[src/rtl/md_pkg.sv]
// Shared encodings and widths for the iterative multiply/divide unit.
package md_pkg;

  localparam int unsigned DATA_W = 16;

  typedef enum logic [1:0] {
    OP_MULU = 2'b00,
    OP_MULS = 2'b01,
    OP_DIVU = 2'b10,
    OP_DIVS = 2'b11
  } md_op_e;

  typedef enum logic [1:0] {
    ST_IDLE = 2'b00,
    ST_RUN  = 2'b01,
    ST_DONE = 2'b10
  } md_state_e;

endpackage

[src/rtl/md_step.sv]
// One combinational iteration: shift-add multiply or restoring shift-subtract divide.
module md_step
  import md_pkg::*;
#(
  parameter int unsigned WIDTH = DATA_W
) (
  input  logic               is_div_i,
  input  logic [2*WIDTH-1:0] acc_i,
  input  logic [WIDTH-1:0]   opnd_i,
  output logic [2*WIDTH-1:0] acc_next_c
);

  logic [WIDTH:0] sum;
  logic [WIDTH:0] rem_sh;
  logic [WIDTH:0] diff;

  // Mul: acc = {partial product, multiplier}; div: acc = {remainder, dividend/quotient}.
  always_comb begin
    sum        = '0;
    rem_sh     = '0;
    diff       = '0;
    acc_next_c = acc_i;
    if (is_div_i) begin
      rem_sh = {acc_i[2*WIDTH-1:WIDTH], acc_i[WIDTH-1]};
      diff   = (WIDTH+1)'(rem_sh - {1'b0, opnd_i});
      if (diff[WIDTH]) begin
        acc_next_c = {rem_sh[WIDTH-1:0], acc_i[WIDTH-2:0], 1'b0};
      end else begin
        acc_next_c = {diff[WIDTH-1:0], acc_i[WIDTH-2:0], 1'b1};
      end
    end else begin
      sum = (WIDTH+1)'({1'b0, acc_i[2*WIDTH-1:WIDTH]} +
                       (acc_i[0] ? {1'b0, opnd_i} : (WIDTH+1)'(0)));
      acc_next_c = {sum, acc_i[WIDTH-1:1]};
    end
  end

endmodule

[src/rtl/mul_div_unit.sv]
// Iterative 16-bit multiply/divide unit with fixed-latency busy/done handshake
// and hi/lo result registers.
module mul_div_unit
  import md_pkg::*;
#(
  parameter int unsigned WIDTH = DATA_W
) (
  input  logic             clk,
  input  logic             rst,
  input  logic             start,
  input  logic [1:0]       op,
  input  logic [WIDTH-1:0] a,
  input  logic [WIDTH-1:0] b,
  output logic             busy,
  output logic             done,
  output logic [WIDTH-1:0] hi,
  output logic [WIDTH-1:0] lo,
  output logic             dbz
);

  localparam int unsigned ACC_W = 2 * WIDTH;
  localparam int unsigned CNT_W = (WIDTH > 1) ? $clog2(WIDTH) : 1;

  md_state_e          state_q, state_d;
  md_op_e             op_q, op_d;
  logic [CNT_W-1:0]   cnt_q, cnt_d;
  logic               neg_q, neg_d;
  logic               sa_q, sa_d;
  logic [WIDTH-1:0]   opnd_q, opnd_d;
  logic [ACC_W-1:0]   acc_q, acc_d;
  logic [WIDTH-1:0]   araw_q, araw_d;
  logic [WIDTH-1:0]   hi_q, hi_d;
  logic [WIDTH-1:0]   lo_q, lo_d;
  logic               dbz_q, dbz_d;
  logic               busy_q, busy_d;
  logic               done_q, done_d;

  md_op_e             op_in;
  logic               in_div, in_sgn, in_sa, in_sb;
  logic [WIDTH-1:0]   a_mag, b_mag;
  logic               cur_div;
  logic [ACC_W-1:0]   step_acc;
  logic [ACC_W-1:0]   prod_fix;
  logic [WIDTH-1:0]   quo_fix, rem_fix;
  logic               accept;

  md_step #(.WIDTH(WIDTH)) u_step (
    .is_div_i   (cur_div),
    .acc_i      (acc_q),
    .opnd_i     (opnd_q),
    .acc_next_c (step_acc)
  );

  // Operand decode and magnitudes; internal arithmetic is unsigned on these.
  always_comb begin
    op_in   = md_op_e'(op);
    in_div  = (op_in == OP_DIVU) || (op_in == OP_DIVS);
    in_sgn  = (op_in == OP_MULS) || (op_in == OP_DIVS);
    in_sa   = in_sgn & a[WIDTH-1];
    in_sb   = in_sgn & b[WIDTH-1];
    a_mag   = in_sa ? WIDTH'(-a) : a;
    b_mag   = in_sb ? WIDTH'(-b) : b;
    cur_div = (op_q == OP_DIVU) || (op_q == OP_DIVS);
    accept  = start && (state_q != ST_RUN);
  end

  // Sign correction of the final iteration's result.
  always_comb begin
    prod_fix = neg_q ? ACC_W'(-step_acc) : step_acc;
    quo_fix  = neg_q ? WIDTH'(-step_acc[WIDTH-1:0]) : step_acc[WIDTH-1:0];
    rem_fix  = sa_q ? WIDTH'(-step_acc[ACC_W-1:WIDTH]) : step_acc[ACC_W-1:WIDTH];
  end

  always_comb begin
    state_d = state_q;
    op_d    = op_q;
    cnt_d   = cnt_q;
    neg_d   = neg_q;
    sa_d    = sa_q;
    opnd_d  = opnd_q;
    acc_d   = acc_q;
    araw_d  = araw_q;
    hi_d    = hi_q;
    lo_d    = lo_q;
    dbz_d   = dbz_q;

    case (state_q)
      ST_IDLE: if (start) state_d = ST_RUN;
      ST_RUN: begin
        acc_d = step_acc;
        cnt_d = CNT_W'(cnt_q - 1'b1);
        if (cnt_q == '0) begin
          state_d = ST_DONE;
          if (cur_div && (opnd_q == '0)) begin
            hi_d  = araw_q;
            lo_d  = '1;
            dbz_d = 1'b1;
          end else if (cur_div) begin
            hi_d  = rem_fix;
            lo_d  = quo_fix;
            dbz_d = 1'b0;
          end else begin
            hi_d  = prod_fix[ACC_W-1:WIDTH];
            lo_d  = prod_fix[WIDTH-1:0];
            dbz_d = 1'b0;
          end
        end
      end
      ST_DONE: state_d = start ? ST_RUN : ST_IDLE;
      default: state_d = ST_IDLE;
    endcase

    // Operands are only sampled when a new request is taken.
    if (accept) begin
      op_d   = op_in;
      neg_d  = in_sa ^ in_sb;
      sa_d   = in_sa;
      araw_d = a;
      cnt_d  = CNT_W'(WIDTH - 1);
      opnd_d = in_div ? b_mag : a_mag;
      acc_d  = {WIDTH'(0), (in_div ? a_mag : b_mag)};
    end

    busy_d = (state_d == ST_RUN);
    done_d = (state_d == ST_DONE);
  end

  always_ff @(posedge clk) begin
    if (rst) begin
      state_q <= ST_IDLE;
      op_q    <= OP_MULU;
      cnt_q   <= '0;
      neg_q   <= 1'b0;
      sa_q    <= 1'b0;
      opnd_q  <= '0;
      acc_q   <= '0;
      araw_q  <= '0;
      hi_q    <= '0;
      lo_q    <= '0;
      dbz_q   <= 1'b0;
      busy_q  <= 1'b0;
      done_q  <= 1'b0;
    end else begin
      state_q <= state_d;
      op_q    <= op_d;
      cnt_q   <= cnt_d;
      neg_q   <= neg_d;
      sa_q    <= sa_d;
      opnd_q  <= opnd_d;
      acc_q   <= acc_d;
      araw_q  <= araw_d;
      hi_q    <= hi_d;
      lo_q    <= lo_d;
      dbz_q   <= dbz_d;
      busy_q  <= busy_d;
      done_q  <= done_d;
    end
  end

  assign busy = busy_q;
  assign done = done_q;
  assign hi   = hi_q;
  assign lo   = lo_q;
  assign dbz  = dbz_q;

endmodule

[config.mk]
export PLATFORM = sky130hd
export DESIGN_NAME = mul_div_unit
export DESIGN_NICKNAME = d
export VERILOG_FILES = /design/src/rtl/md_pkg.sv /design/src/rtl/md_step.sv /design/src/rtl/mul_div_unit.sv
export SDC_FILE = /design/constraint.sdc
export NUM_CORES = 1
export LEC_CHECK = 0
export CORE_MARGIN = 2
export CORE_UTILIZATION = 55
export CTS_BUF_LIST = sky130_fd_sc_hd__clkbuf_4 sky130_fd_sc_hd__clkbuf_8
export CTS_CLUSTER_DIAMETER = 150
export DETAILED_ROUTE_END_ITERATION = 12
export PLACE_DENSITY = 0.88
export SYNTH_ARGS = -nofsm -noshare
export SYNTH_HDL_FRONTEND = slang
export SYNTH_HIERARCHICAL = 1
export SYNTH_SLANG_ARGS = --single-unit
[constraint.sdc]
create_clock -name clk -period 5.5 [get_ports clk]
set_clock_uncertainty 0.15 [all_clocks]
set_input_delay 0.55 -clock clk [delete_from_list [all_inputs] [get_ports clk]]
set_output_delay 0.55 -clock clk [all_outputs]
set_load 0.02 [all_outputs]
# Word-level counts from Yosys, hierarchy flattened
# Index checks and enable logic that the tools add are counted.
# word_totals
regBits,109
in_bits,37
elab_cells,69
# op_classes
add_sub_neg,8
eq_ne,10
n_mux,23
bitwise_logic,3
reduce_logical,11
# op_table
operator,n
$mux 16,13
$mux 32,3
$neg 16->16,4
$neg 32->32,1
$add 16x16->17,1
$sub 17x16->17,1
$logic_not 16->1,1
$eq 2x2->1 const B,6
$mux 4,2
$eq 2x1->1 const B,3
$pmux 2 s3,1
$logic_not 4->1,1
$mux 2,2
$sub 4x1->4 const B,1
$logic_or 1x1->1,3
$and 1x1->1,2
$logic_and 1x1->1,2
$logic_not 2->1,1
$mux 1,2
$ne 2x1->1 const B,1
$reduce_and 2->1,1
$reduce_bool 2->1,1
$reduce_or 2->1,1
$xor 1x1->1,1

# Depth between registers and ports, before layout
# Gate-level depths: netlist of the first run.
# depth
depth_word,7
depth_mapped,19
mapped_depth_nobuf,18

# Hierarchy
# The synthesis of the first run kept the hierarchy.
# by_module_without_submodules
mod,instances,cells_each,area_each_um2,seq_area_each_um2
mul_div_unit,1,766,5778.0,2162.1
md_step,1,291,2170.8,0.0

# Worst setup path before layout of the first run
# OpenSTA, ideal clock, no wires.
# synth_timing
kind,flip-flop to flip-flop
start,register acc_q[15]
end,register hi_q[13] (netlist: hi[13])
setup_ps,118
arrival_time_ps,4190
t_required_ps,5232
path_slack_ps,1042
path_stages_with_launch,18
n_path_buf,2
period_less_slack_ps,4458
cell_sequence,dfxtp_1 inv_1 ha_1 fa_1 nor2b_1 o31ai_2 a2111oi_4 o31a_2 nor2_2 buf_6 mux2i_1 mux2_2 or4_1 or4_1 clkbuf_1 or4_1 o21ai_1 o21ai_1
# synth_via
elab_chain_len,7
elab_cells_between_ends,9
# synth_lines
item,line_no,rtl
"start, declared",mul_div_unit.sv:30,"logic [ACC_W-1:0] acc_q, acc_d;"
"start signal, assigned",mul_div_unit.sv:136,acc_q <= '0;
"start signal, assigned",mul_div_unit.sv:150,acc_q <= acc_d;
$sub 17x16->17,md_step.sv:25,"diff = (WIDTH+1)'(rem_sh - {1'b0, opnd_i});"
$mux 32 *,md_step.sv:26,if (diff[WIDTH]) begin
$mux 32 *,md_step.sv:23,if (is_div_i) begin
named net step_acc[16],mul_div_unit.sv:42,logic [ACC_W-1:0] step_acc;
$neg 32->32 / $neg 16->16 (equally long branches),"mul_div_unit.sv:69, mul_div_unit.sv:71",
$mux 32 / $mux 16 (equally long branches),"mul_div_unit.sv:69, mul_div_unit.sv:71",
$mux 16 *,mul_div_unit.sv:98,end else if (cur_div) begin
$mux 16 *,mul_div_unit.sv:94,if (cur_div && (opnd_q == '0)) begin
"end signal, assigned",mul_div_unit.sv:152,hi_q <= hi_d;
"end, declared",mul_div_unit.sv:32,"logic [WIDTH-1:0] hi_q, hi_d;"
# The timed path passes the listed nets; every way through them passes the cells marked *.
# A chain may end at the register's enable or synchronous reset.

# Final worst setup path of the first run
# layout_timing
start,register acc_q[15]
end,register hi_q[13] (netlist: hi[13])
# layout_via
elab_chain_len,7
elab_cells_between_ends,9
# layout_lines
item,line_no
$sub 17x16->17 *,md_step.sv:25
$mux 32 *,md_step.sv:26
$mux 32 *,md_step.sv:23
named net step_acc[19],mul_div_unit.sv:42
$neg 32->32 / $neg 16->16 (equally long branches),"mul_div_unit.sv:69, mul_div_unit.sv:71"
$mux 32 / $mux 16 (equally long branches),"mul_div_unit.sv:69, mul_div_unit.sv:71"
$mux 16 *,mul_div_unit.sv:98
$mux 16 *,mul_div_unit.sv:94
# Marked as above.

==> results.toml, run 1 <==
[sta]
drv_slew = 0
grt_setup_unrepaired = "no"
fin_tns_setup_ns = 0
fin_crit_sh = 0.882
min_period_ns = 4.85
finalSetupViolCount = 0
slew-limit-headroom = 0.384
tightest_slew_ns = 0.924
max_freq_mhz = 206
hold_viol = 0

[setup_path]
rrSetupSlack_ns = 0.65
crit_path_start = "acc_q[15]$_SDFFE_PP0P_"
startpoint_type = "flop"
cp_max_fo = 7
cp.arrival_ns = 4.98
reg2reg_depth = 16
critPathSlowestCell = "or4_1"
timing.critical_path.mode_cell = "or4_1"
cp_cell_sequence = "inv_1, ha_1, fa_1, nor2b_1, o31ai_2, a2111oi_4, nor4_2, nor2_2, buf_4, mux2i_1, a21oi_1, or4_1, or4_1, or4_1, o21ai_1, o21ai_1"
rr_startpoint = "acc_q[15]$_SDFFE_PP0P_"
crit_family = "simple AND/OR/NAND/NOR gates"
cp_data_required_time_ns = 5.63
crit_type = "flop to flop"
cp-end-kind = "flop"
crit_path_max_incr_delay_ns = 0.55
r2r-end = "hi[13]$_SDFFE_PP0P_"
cp.buffers_inverters = 2

[clock_network]
cts.htree.levels = 3
cts_root_buf = "clkbuf_8"
post-cts-setup-buffers = 0
post_cts_resized = 0
clk_pin_slew_ns = 0.10
insertion_delay_ns = 0.40
holdBufCountCts = 0
cts.sinks = 108
clockBufferDepth = 2
cts_buffers = 9
cts_tree = "yes"

[cells_and_area]
filler_cell_count = 1228
areaGrowthSynthToFinish_pct = 13.0
n_antenna_cell = 0
layout.nets = 1168
finalNonFillerCells = 1277
drive_gt1_frac = 0.0720

[detailed_routing]
drc = 0
first_pass_iters = 5
drtIter0Drc = 1036
via_per_inst = 6.49
wl_per_cell_um = 19.5
ant_nets = 0
finalWirelength_um = 24900
via_count = 8283

[pwr]
p_leak_nw = 3.42
power_frac_comb = 0.350
p_seq_frac = 0.406
p_sw_frac = 0.375
internal_power_mw = 1.37
ir_drop_uv = 140
p_per_area_mw_per_mm2 = 243
switchingPower_mw = 0.818
clock_power_share = 0.243

[synth]
synth-seq-area-share = 0.272
synth-main-ff-cell = "dfxtp_1"
yosys_warnings = 6
synthCells = 1057
syn_area_mm2 = 0.00795
synthArstFlopShare = 0
ys_types = 77
synth-edff-count = 0
ys_ff_latch = 108
avgSynthCellArea_um2 = 7.52
synth_nets = 1133

[placement]
port_buffers = 71
hpwl_um = 18600
gp_congestion = 1.02
dpl.cell_count = 1261

[worst_hold_path]
hold_start = "araw_q[1]$_SDFFE_PP0P_"
hold_path_class = "flop to flop"
holdPathStages = 2
hold_end = "araw_q[1]$_SDFFE_PP0P_"

[global_routing]
antenna_found_initial = 0
grt_start_max_net_pins = 62
grt.total_usage = 0.315
grt_pass1_wl_um = 39900
grt_overflow = 0
grt_pass1_vias = 7660

[floorplan]
io_pins = 72
rows = 43
fp.coreArea_mm2 = 0.0140
dieArea_mm2 = 0.0154
die_y_um = 124
start_util = 0.568
die_w_um = 124

[status]
status = "complete, no violations"

[run]
cap_violations = 0
==> registers in the layout, indices dropped and copies added, names as in the netlist <==
signal   count
sa_q         1
done         1
state_q      2
lo          16
op_q         1
busy         1
opnd_q      16
hi          16
cnt_q        4
neg_q        1
dbz          1
acc_q       32
araw_q      16
==> worst max path at each step <==
| stage | endpoint | slack, ns | cells past startpoint |
|---|---|---|---|
| finish | hi[13]$_SDFFE_PP0P_ | 0.65 | 16 |
| CTS | hi[13]$_SDFFE_PP0P_ | 0.70 | 16 |
| detailed placement | hi[13]$_SDFFE_PP0P_ | 0.73 | 16 |
| floorplan | hi[13]$_SDFFE_PP0P_ | 1.04 | 17 |
| global route | hi[9]$_SDFFE_PP0P_ | 0.28 | 17 |
| global placement | hi[13]$_SDFFE_PP0P_ | 0.85 | 16 |
==> stage by stage <==
step	hold WS (ns)	total power [mW]	area, um^2	util	setup slack [ns]
floorplan	0.282	1.42	7950	-	1.04
global placement	0.294	1.63	8770	0.627	0.850
detailed placement	0.299	1.64	8770	0.627	0.725
CTS	0.314	2.16	8980	0.642	0.698
global route	0.349	2.28	8980	0.642	0.281
finish	0.313	2.18	8980	0.642	0.652
==> kinds of logic after synthesis <==
family                   synth area share
AO/OA/AOI/OAI                       0.249
XOR/XNOR                           0.0749
adder cells (fa/ha/maj)            0.0633
buffers and inverters              0.0493
flip-flops                          0.272
multiplexers                       0.0637
AND/OR/NAND/NOR                     0.227
==> worst min-delay path: cells and delay by family, from the launching register on <==
family / cells / cell delay [ns]
AO/OA/AOI/OAI: 1 / 0.05
flip-flops: 1 / 0.32
AND/OR/NAND/NOR: 1 / 0.05
==> metal layers <==
metal  part of all wire  wire length, um  GRT usage  vias up
met3              0.084             2080     0.0516       71
met1               0.42            10500      0.423     3897
met5                  0                0          0        -
li1                   -                -          -     3880
met2               0.46            11400      0.500      435
met4              0.039              977      0.138        0
==> power by group through the flow <==
stage	sequential (mW)	combinational, mW	clock [mW]
2_1_floorplan	0.894	0.523	0
3_3_place_gp	0.901	0.730	0
3_5_place_dp	0.903	0.740	0
4_1_cts	0.885	0.746	0.533
5_1_grt	0.894	0.825	0.560
6_report	0.887	0.765	0.531
==> cell type report <==
cell class	count	area, um^2	share of cell area
clock inverters	6	77.6	0.00864
clock buffers	10	131	0.0146
flip-flops and latches	108	2160	0.241
repair buffers	88	833	0.0928
multi-input cells	847	5410	0.602
inverters	38	143	0.0159
well taps	180	225	0.0251
==> synth_stat cells (4+ instances only) <==
cell type  number  area, um^2
a211oi_1       14         105
a21o_1          7        52.6
a21oi_1       112         561
a311oi_1        9        78.8
a31oi_1        24         150
and2_1         19         119
and3_1          9        56.3
buf_1           7        26.3
clkbuf_1       55         206
dfxtp_1       108        2160
ha_1           37         463
inv_1          37         139
mux2_2         17         191
mux2i_1        30         300
nand2_1       147         552
nand2b_1        5        31.3
nand3_1        29         145
nand3b_1        7        52.6
nand4_1         5        31.3
nor2_1         90         338
nor2b_1         7        43.8
nor3_1         24         120
nor4_1          8        50.1
o211ai_1       11        82.6
o21a_1         11        82.6
o21ai_0        43         215
o221ai_1        4        35.0
o22ai_1        11        68.8
o31ai_1        10        75.1
o41ai_1         6        52.6
or2_2           6        37.5
or3_1           7        43.8
or4_1           7        52.6
xnor2_1        45         394
xor2_1         23         201
==> cells in the final DEF, fill, tap and decap left out, types with 10 or more instances in the layout <==
cell	instances
nand2_1	147
a21oi_1	112
dfxtp_1	107
nor2_1	88
clkdlybuf4s50_1	70
xnor2_1	45
o21ai_0	43
inv_1	37
ha_1	37
mux2i_1	30
nand3_1	29
nor3_1	24
a31oi_1	24
xor2_1	23
and2_1	19
mux2_2	17
buf_4	17
a211oi_1	14
o22ai_1	11
o211ai_1	11
o21a_1	11
o31ai_1	10
(Power assumes the default switching activity.)
==> run 2, diff against run 1 <==
--- a/config.mk
+++ b/config.mk
@@ -11,6 +11,7 @@
 export CTS_CLUSTER_DIAMETER = 150
 export DETAILED_ROUTE_END_ITERATION = 12
 export PLACE_DENSITY = 0.88
+export REMOVE_ABC_BUFFERS = 1
 export SYNTH_ARGS = -nofsm -noshare
 export SYNTH_HDL_FRONTEND = slang
 export SYNTH_HIERARCHICAL = 1
==> run 2 against run 1 <==
  * First-iteration DRC count shrank 1.9%
  * Setup slack lost 0.22 ns
  * Wire length shrank 4.7%
  * Sequential power shrank 0.5%
  * Non-clock buffer count shrank 1
  * Sequential share of layout area grew 0.071 points
  * Register-to-register slack lost 0.22 ns
  * Global-route usage shrank 1.2 points
  * Total power shrank 2.6%
  * Combinational power shrank 1%
  * Cell count is essentially flat
  * Cell area shrank 0.29%
  * Largest cell class unchanged
==> results.toml, run 2 (synthesized netlist as in run 1, its figures left out) <==
[clock_network]
clockBufferDepth = 2
cts.htree.levels = 3
cts_buffers = 9
clk_pin_slew_ns = 0.11
post_cts_resized = 0
cts_root_buf = "clkbuf_8"
cts.sinks = 108
holdBufCountCts = 0
cts_tree = "yes"
post-cts-setup-buffers = 0
insertion_delay_ns = 0.40

[setup_path]
cp.arrival_ns = 5.23
crit_path_max_incr_delay_ns = 0.56
timing.critical_path.mode_cell = "or4_1"
cp_max_fo = 8
startpoint_type = "flop"
cp-end-kind = "flop"
cp_cell_sequence = "inv_1, ha_1, fa_1, nor2b_1, o31ai_2, a2111oi_4, nor4_2, nor2_2, mux2i_1, mux2_2, or4_1, or4_1, o31ai_1, and4_1, nor2_1, a211oi_1"
critPathSlowestCell = "or4_1"
crit_type = "flop to flop"
cp_data_required_time_ns = 5.66

[global_routing]
grt_pass1_wl_um = 38500
grt_overflow = 0
grt.total_usage = 0.303
antenna_found_initial = 0
grt_pass1_vias = 7629
grt_start_max_net_pins = 78

[placement]
hpwl_um = 17400
port_buffers = 71
gp_congestion = 0.958

[sta]
min_period_ns = 5.07
fin_tns_setup_ns = 0
slew-limit-headroom = 0.257
hold_viol = 0
max_freq_mhz = 197
grt_setup_unrepaired = "no"
finalSetupViolCount = 0
drv_slew = 0
fin_crit_sh = 0.922
tightest_slew_ns = 1.10

[cells_and_area]
areaGrowthSynthToFinish_pct = 12.7
n_antenna_cell = 0
layout.nets = 1167
top_register = "acc_q"
final_cell_mix = "147 x nand2_1, 112 x a21oi_1, 107 x dfxtp_1"
final_common_cell = "nand2_1"
drive_gt1_frac = 0.0712
largest_reg_flops = 32

[detailed_routing]
finalWirelength_um = 23800
drc = 0
via_count = 8220
first_pass_iters = 5
drtIter0Drc = 1016
wl_per_cell_um = 18.6
via_per_inst = 6.44
ant_nets = 0

[pwr]
power_frac_comb = 0.356
p_per_area_mw_per_mm2 = 237
p_leak_nw = 3.40
p_seq_frac = 0.415
switchingPower_mw = 0.801
finalPower_mw = 2.13
ir_drop_uv = 221
clock_power_share = 0.229
internal_power_mw = 1.33
p_sw_frac = 0.377

[floorplan]
dieArea_mm2 = 0.0154
io_pins = 72
start_util = 0.568
rows = 43
die_y_um = 124
fp.coreArea_mm2 = 0.0140
die_w_um = 124

[status]
status = "complete, no violations"

[worst_hold_path]
hold_path_class = "flop to flop"

[run]
cap_violations = 0
run 2: changes by cell type in the layout (fill, tap and decap cells not counted), sizes merged:
cell    delta
clkinv     +3
inv        -3
buf        -1
bufinv     -1
clkbuf     +1
run 2: critical path: cells and delay by family (launching register included):
kind                       cells  cell delay [ns]
and+or+nand+nor                7             2.22
AOI/OAI and AO/OA              4             1.06
buffers and inverters          1             0.07
adders and majority gates      2             0.64
DFF                            1             0.34
muxes                          2             0.50
run 2: power groups by stage:
stage | Combinational, mW | Clock [mW] | Sequential (mW)
after floorplan | 0.486 | 0 | 0.902
after global placement | 0.717 | 0 | 0.896
after detailed placement | 0.731 | 0 | 0.899
after CTS | 0.737 | 0.494 | 0.881
after global routing | 0.821 | 0.520 | 0.889
final | 0.756 | 0.488 | 0.883
run 2: through the flow:
stage	hold WS, ns	instances	area (um^2)	utilization	setup WS (ns)
finish	0.308	1276	8960	0.640	0.429
global route	0.337	1276	8960	0.640	0.0764
CTS	0.310	1276	8960	0.640	0.508
detailed placement	0.296	1260	8770	0.627	0.549
global placement	0.289	1260	8770	0.627	0.703
floorplan	0.276	993	7700	-	0.674
run 2: routing by layer:
| metal | share of wire | global-route usage | wire (um) |
|---|---|---|---|
| met1 | 0.42 | 0.394 | 10000 |
| met2 | 0.44 | 0.475 | 10500 |
| met3 | 0.085 | 0.0551 | 2030 |
| met4 | 0.050 | 0.170 | 1180 |
| met5 | 0 | 0 | 0 |
run 2: cell type report:
class | instances | area [um^2]
well taps | 180 | 225
multi-input cells | 847 | 5410
clock inverters | 5 | 45.0
inverters | 38 | 143
repair buffers | 87 | 826
fillers | 1209 | 5030
flip-flops and latches | 108 | 2160
clock buffers | 11 | 145
run 2: path summary, 6_finish.rpt:
kind                     startpoint                   to  slack [ns]  cells after the start
max          acc_q[15]$_SDFFE_PP0P_   hi[9]$_SDFFE_PP0P_        0.43                     16
max reg2reg  acc_q[15]$_SDFFE_PP0P_   hi[9]$_SDFFE_PP0P_        0.43                     16
min reg2reg     hi[13]$_SDFFE_PP0P_  hi[13]$_SDFFE_PP0P_        0.31                      2
min             hi[13]$_SDFFE_PP0P_  hi[13]$_SDFFE_PP0P_        0.31                      2
==> variant 1, RTL diff (settings of run 1) <==
The 3 states of `md_state_e` get a one-hot encoding in 3 bits.
--- a/src/rtl/md_pkg.sv
+++ b/src/rtl/md_pkg.sv
@@ -10,10 +10,10 @@
     OP_DIVS = 2'b11
   } md_op_e;
 
-  typedef enum logic [1:0] {
-    ST_IDLE = 2'b00,
-    ST_RUN  = 2'b01,
-    ST_DONE = 2'b10
+  typedef enum logic [2:0] {
+    ST_IDLE = 3'b001,
+    ST_RUN  = 3'b010,
+    ST_DONE = 3'b100
   } md_state_e;
 
 endpackage
Behaviour: same outputs for any inputs over 10 cycles, from zero or initial values and one cycle with rst high; not proved beyond that.
==> variant 1 against run 1 <==
- sequential cell count grew 1
- worst setup slack worse by 0.074 ns
- wire length down 5.2%
- worst hold slack gained 0.0051 ns
- design area is 0.29% higher
- area after synthesis up 0.61%
- total power shrank 14%
- via count decreased by 3.6%
- count of clock-buffer cells in the layout unchanged
- maximum frequency fell by 1.5%
- critical path type unchanged
- largest power group unchanged
- highest routed layer unchanged
==> variant 1: results (changes against run 1) <==
final_layout:
  drive_gt1_share_pct: 6.808  # -0.39 points
  largest_reg_flops: 32  # unchanged
  fillCellCount: 1279  # +4.2%
  nets: 1158  # -0.86%
logic_synthesis:
  ys_types: 71  # -7.8%
  synthXorXnorAreaFrac_pct: 8.307  # +0.81 points
  yosysWarnings: 6  # unchanged
  synthTopCellsByArea: "dfxtp_1, a21oi_1, nand2_1"
  synthMuxAreaShare_pct: 6.430  # +0.055 points
  yosysSeqAreaShare_pct: 27.28  # +0.084 points
  synthAdderAreaFrac_pct: 6.289  # -0.039 points
  synth_commonest_cells: "nand2_1, dfxtp_1, a21oi_1"
  synth_fp_nets: 1122  # -0.97%
routing:
  vias: 7987  # -3.6%
  drtPass1Iterations: 8  # +3
status:
  status: "finished clean"
global_routing:
  grt_pass1_wl_mm: 37.76  # -5.3%
  grt_pass1_vias: 7234  # -5.6%
  grt_max_degree: 54  # -13%
timing:
  hold_ws_ns: 0.3180  # +0.005117 ns
  tightest_slew_ns: 1.065  # +0.1404 ns
power_and_ir_drop:
  ir_drop_mv: 0.1772  # +27%
  total_leakage_power_nw: 3.425  # +0.24%
placement:
  place_congestion: 1.043  # +2.6%
  pre_cts_ws_ns: 0.7120  # -0.01323 ns
  place_hpwl_mm: 18.02  # -3.3%
setup_path:
  worstPathArrival_ns: 5.02  # +0.04 ns
  cp_slowest_cell: "xor2_2"
  slowest_delay_ns: 0.72  # +0.17 ns
  reg2reg_slack_ns: 0.58  # -0.07 ns
clock_network:
  clk-insertion-delay-late_ns: 0.41
min_path:
  min_path_type: "reg2reg"
-- variant 1: cell types whose count changed after synthesis, moves of 6 or more --
| cell | before | now |
|---|---|---|
| a211oi_1 | 14 | 21 |
| nand3_1 | 29 | 14 |
| a21oi_1 | 112 | 102 |
| a311oi_1 | 9 | 15 |
| o211ai_1 | 11 | 4 |
| a31oi_1 | 24 | 14 |
| or3_1 | 7 | 14 |
| nor3b_1 | 2 | 8 |
| nand2_1 | 147 | 130 |
-- variant 1: cell type report --
type / count / area [µm²] / area share (%)
Clock inverter: 6 / 53.80 / 0.5972
Clock buffer: 10 / 131.4 / 1.458
Tap cell: 184 / 230.2 / 2.556
Sequential cell: 109 / 2183 / 24.24
Multi-Input combinational cell: 835 / 5430 / 60.28
Inverter: 39 / 146.4 / 1.625
Timing Repair Buffer: 88 / 833.3 / 9.250
-- variant 1: kinds of logic after synthesis --
logic type | count (synthesis)
buffers and inverters | 102
and+or+nand+nor | 373
muxes | 49
xor gates and xnor gates | 75
AOI/OAI and AO/OA | 299
adders and majority gates | 39
DFF | 109
-- variant 1: final timing paths --
| check | start | depth (start not counted) | to |
|---|---|---|---|
| worst max-delay path | acc_q[15] | 16 | hi[13] |
| worst min-delay path | hi[0] | 2 | hi[0] |
| worst max register to register | acc_q[15] | 16 | hi[13] |
| worst min register to register | hi[0] | 2 | hi[0] |
-- variant 1: worst max-delay path, delay by kind of cell, from the launching register on --
kind            cells  cell delay [ns]
compound gates      6             1.11
simple gates        3             1.04
xor+xnor            2             0.91
fa+ha+maj           2             0.63
mux                 2             0.51
flops               1             0.35
buf+inv             1             0.06
-- variant 1: layer usage --
metal | global-route usage (%) | vias to the layer above | wire (µm)
met5 | 0 | - | 0
met4 | 10.64 | 0 | 718
met3 | 5.412 | 56 | 2194
met2 | 47.28 | 384 | 10780
met1 | 41.46 | 3710 | 9942
li1 | - | 3837 | -
-- variant 1: metrics by stage --
step                cells  util [%]  cell area, µm²
floorplan            1046         -            7998
global placement     1255     61.41            8823
detailed placement   1255     61.41            8823
CTS                  1271     62.70            9009
global route         1271     62.70            9009
finish               1271     62.70            9009
-- variant 1: report_power, final --
group / internal, mW / switching [mW] / leakage [nW]
clock: 0.178 / 0.301 / 0.0928
combinational: 0.216 / 0.322 / 2.44
sequential: 0.824 / 0.0432 / 0.890
==> variant 2, RTL diff (config.mk and constraints of run 1) <==
Without the edit above. `DATA_W`: 16 -> 32.
--- a/src/rtl/md_pkg.sv
+++ b/src/rtl/md_pkg.sv
@@ -1,7 +1,7 @@
 // Shared encodings and widths for the iterative multiply/divide unit.
 package md_pkg;
 
-  localparam int unsigned DATA_W = 16;
+  localparam int unsigned DATA_W = 32;
 
   typedef enum logic [1:0] {
     OP_MULU = 2'b00,
Ports: changed (resized a, b, hi and lo); port bits go from 72 to 136. The function was not compared with the original's and may differ.
==> variant 2 against run 1 <==
- worst hold slack worse by 0.012 ns
- sequential cell count increased by 97
- worst setup slack lost 0.44 ns
- global-route usage up 9.9 points
- total power up 120%
- clock power rose to 2.7 times the old value
- core utilization up 1.0 points
- design area rose by 110%
- via count grew 120%
- wire length rose to 2.6 times the old value
- area after synthesis is 100% higher
- sequential share of layout area down 2.2 points
- largest cell class unchanged
- highest routed layer unchanged
==> variant 2: results (changes against run 1) <==
placement:
  dpl-instance-area_um2: 17930  # +100%
  pre_cts_ws_ns: 0.2040  # -0.5212 ns
  place_hpwl_mm: 49.87  # +170%
  place_congestion: 1.053  # +3.5%
  placedCellCount: 2623  # +110%
setup_path:
  crit_family: "compound AO/OA/AOI/OAI gates"
  worstReg2RegEnd: "hi[26]"
  reg2regPathDepth: 20  # +4
  r2r-start: "acc_q[31]"
  path_max_fanout: 15  # +8
  worstPathArrival_ns: 5.50  # +0.52 ns
routing:
  via_per_inst: 6.692  # +3.2%
  drtPass1Iterations: 8  # +3
  drt-initial-drc-count: 2246  # +120%
  met2_length_mm: 29.39  # +160%
  wl_per_cell_um: 24.34  # +25%
power_and_ir_drop:
  power_clock_mw: 1.46  # +170%
  ir_drop_mv: 0.2093  # +50%
  p_comb_share_pct: 34.3  # -0.7 points
  total_leakage_power_nw: 7.380  # +120%
  p_comb_mw: 1.63  # +110%
clock_network:
  clockBufferDepth: 3  # +1
  cts_buffers: 37  # +28
  clk-insertion-delay-late_ns: 0.58  # +0.18 ns
timing:
  fin_ws_ns: 0.2125  # -0.4392 ns
global_routing:
  grt_max_degree: 82  # +32%
  grt_pass1_vias: 16960  # +120%
  grtUsageMet2_pct: 66.24  # +16 points
  grtUsageMet3_pct: 9.378  # +4.2 points
  grt_pass1_wl_mm: 98.40  # +150%
  use_met1_pct: 49.80  # +7.5 points
  track_usage_pct: 41.38  # +9.9 points
status:
  status: "finished clean"
final_layout:
  drive_gt1_share_pct: 9.944  # +2.7 points
  layout.cells.non_filler: 2687  # +110%
  nets: 2422  # +110%
  fillCellCount: 2529  # +110%
logic_synthesis:
  yosysSeqAreaShare_pct: 25.48  # -1.7 points
  syn-mean-instance-area_um2: 7.426  # -1.3%
  synthTopCellsByArea: "dfxtp_1, a21oi_1, nand2_1"
  synth_commonest_cells: "nand2_1, a21oi_1, dfxtp_1"
  synth_compound_area_share_pct: 26.87  # +1.9 points
  synthMuxAreaShare_pct: 4.117  # -2.3 points
  synth_fp_nets: 2310  # +100%
  synthAdderAreaFrac_pct: 5.686  # -0.64 points
min_path:
  worstHoldStart: "araw_q[24]"
==> variant 2: changes by cell type after synthesis, moves of 34 or more <==
cell and change:
a211oi_1 +38, a21oi_1 +118, clkbuf_1 +46, dfxtp_1 +97
nand2_1 +158, nor2_1 +91, o21ai_0 +57, xnor2_1 +34
xor2_1 +61
==> variant 2: final cells by class <==
class,count,area (µm²),share of cell area (%)
inverter,62,232.7,1.240
sequential,205,4105,21.87
multi-input combinational,1771,11330,60.35
tap,384,480.5,2.559
clock inverter,7,45.04,0.2399
timing repair buffer,204,1913,10.19
clock buffer,54,668.1,3.559
==> variant 2: how the worst max path moves through the flow <==
stage	cells after the start	endpoint	start
5_1_grt	21	hi[31]	acc_q[31]
4_1_cts	21	hi[20]	acc_q[31]
6_report	20	hi[26]	acc_q[31]
2_1_floorplan	21	hi[2]	acc_q[31]
3_5_place_dp	21	hi[2]	acc_q[31]
3_3_place_gp	20	hi[27]	acc_q[31]
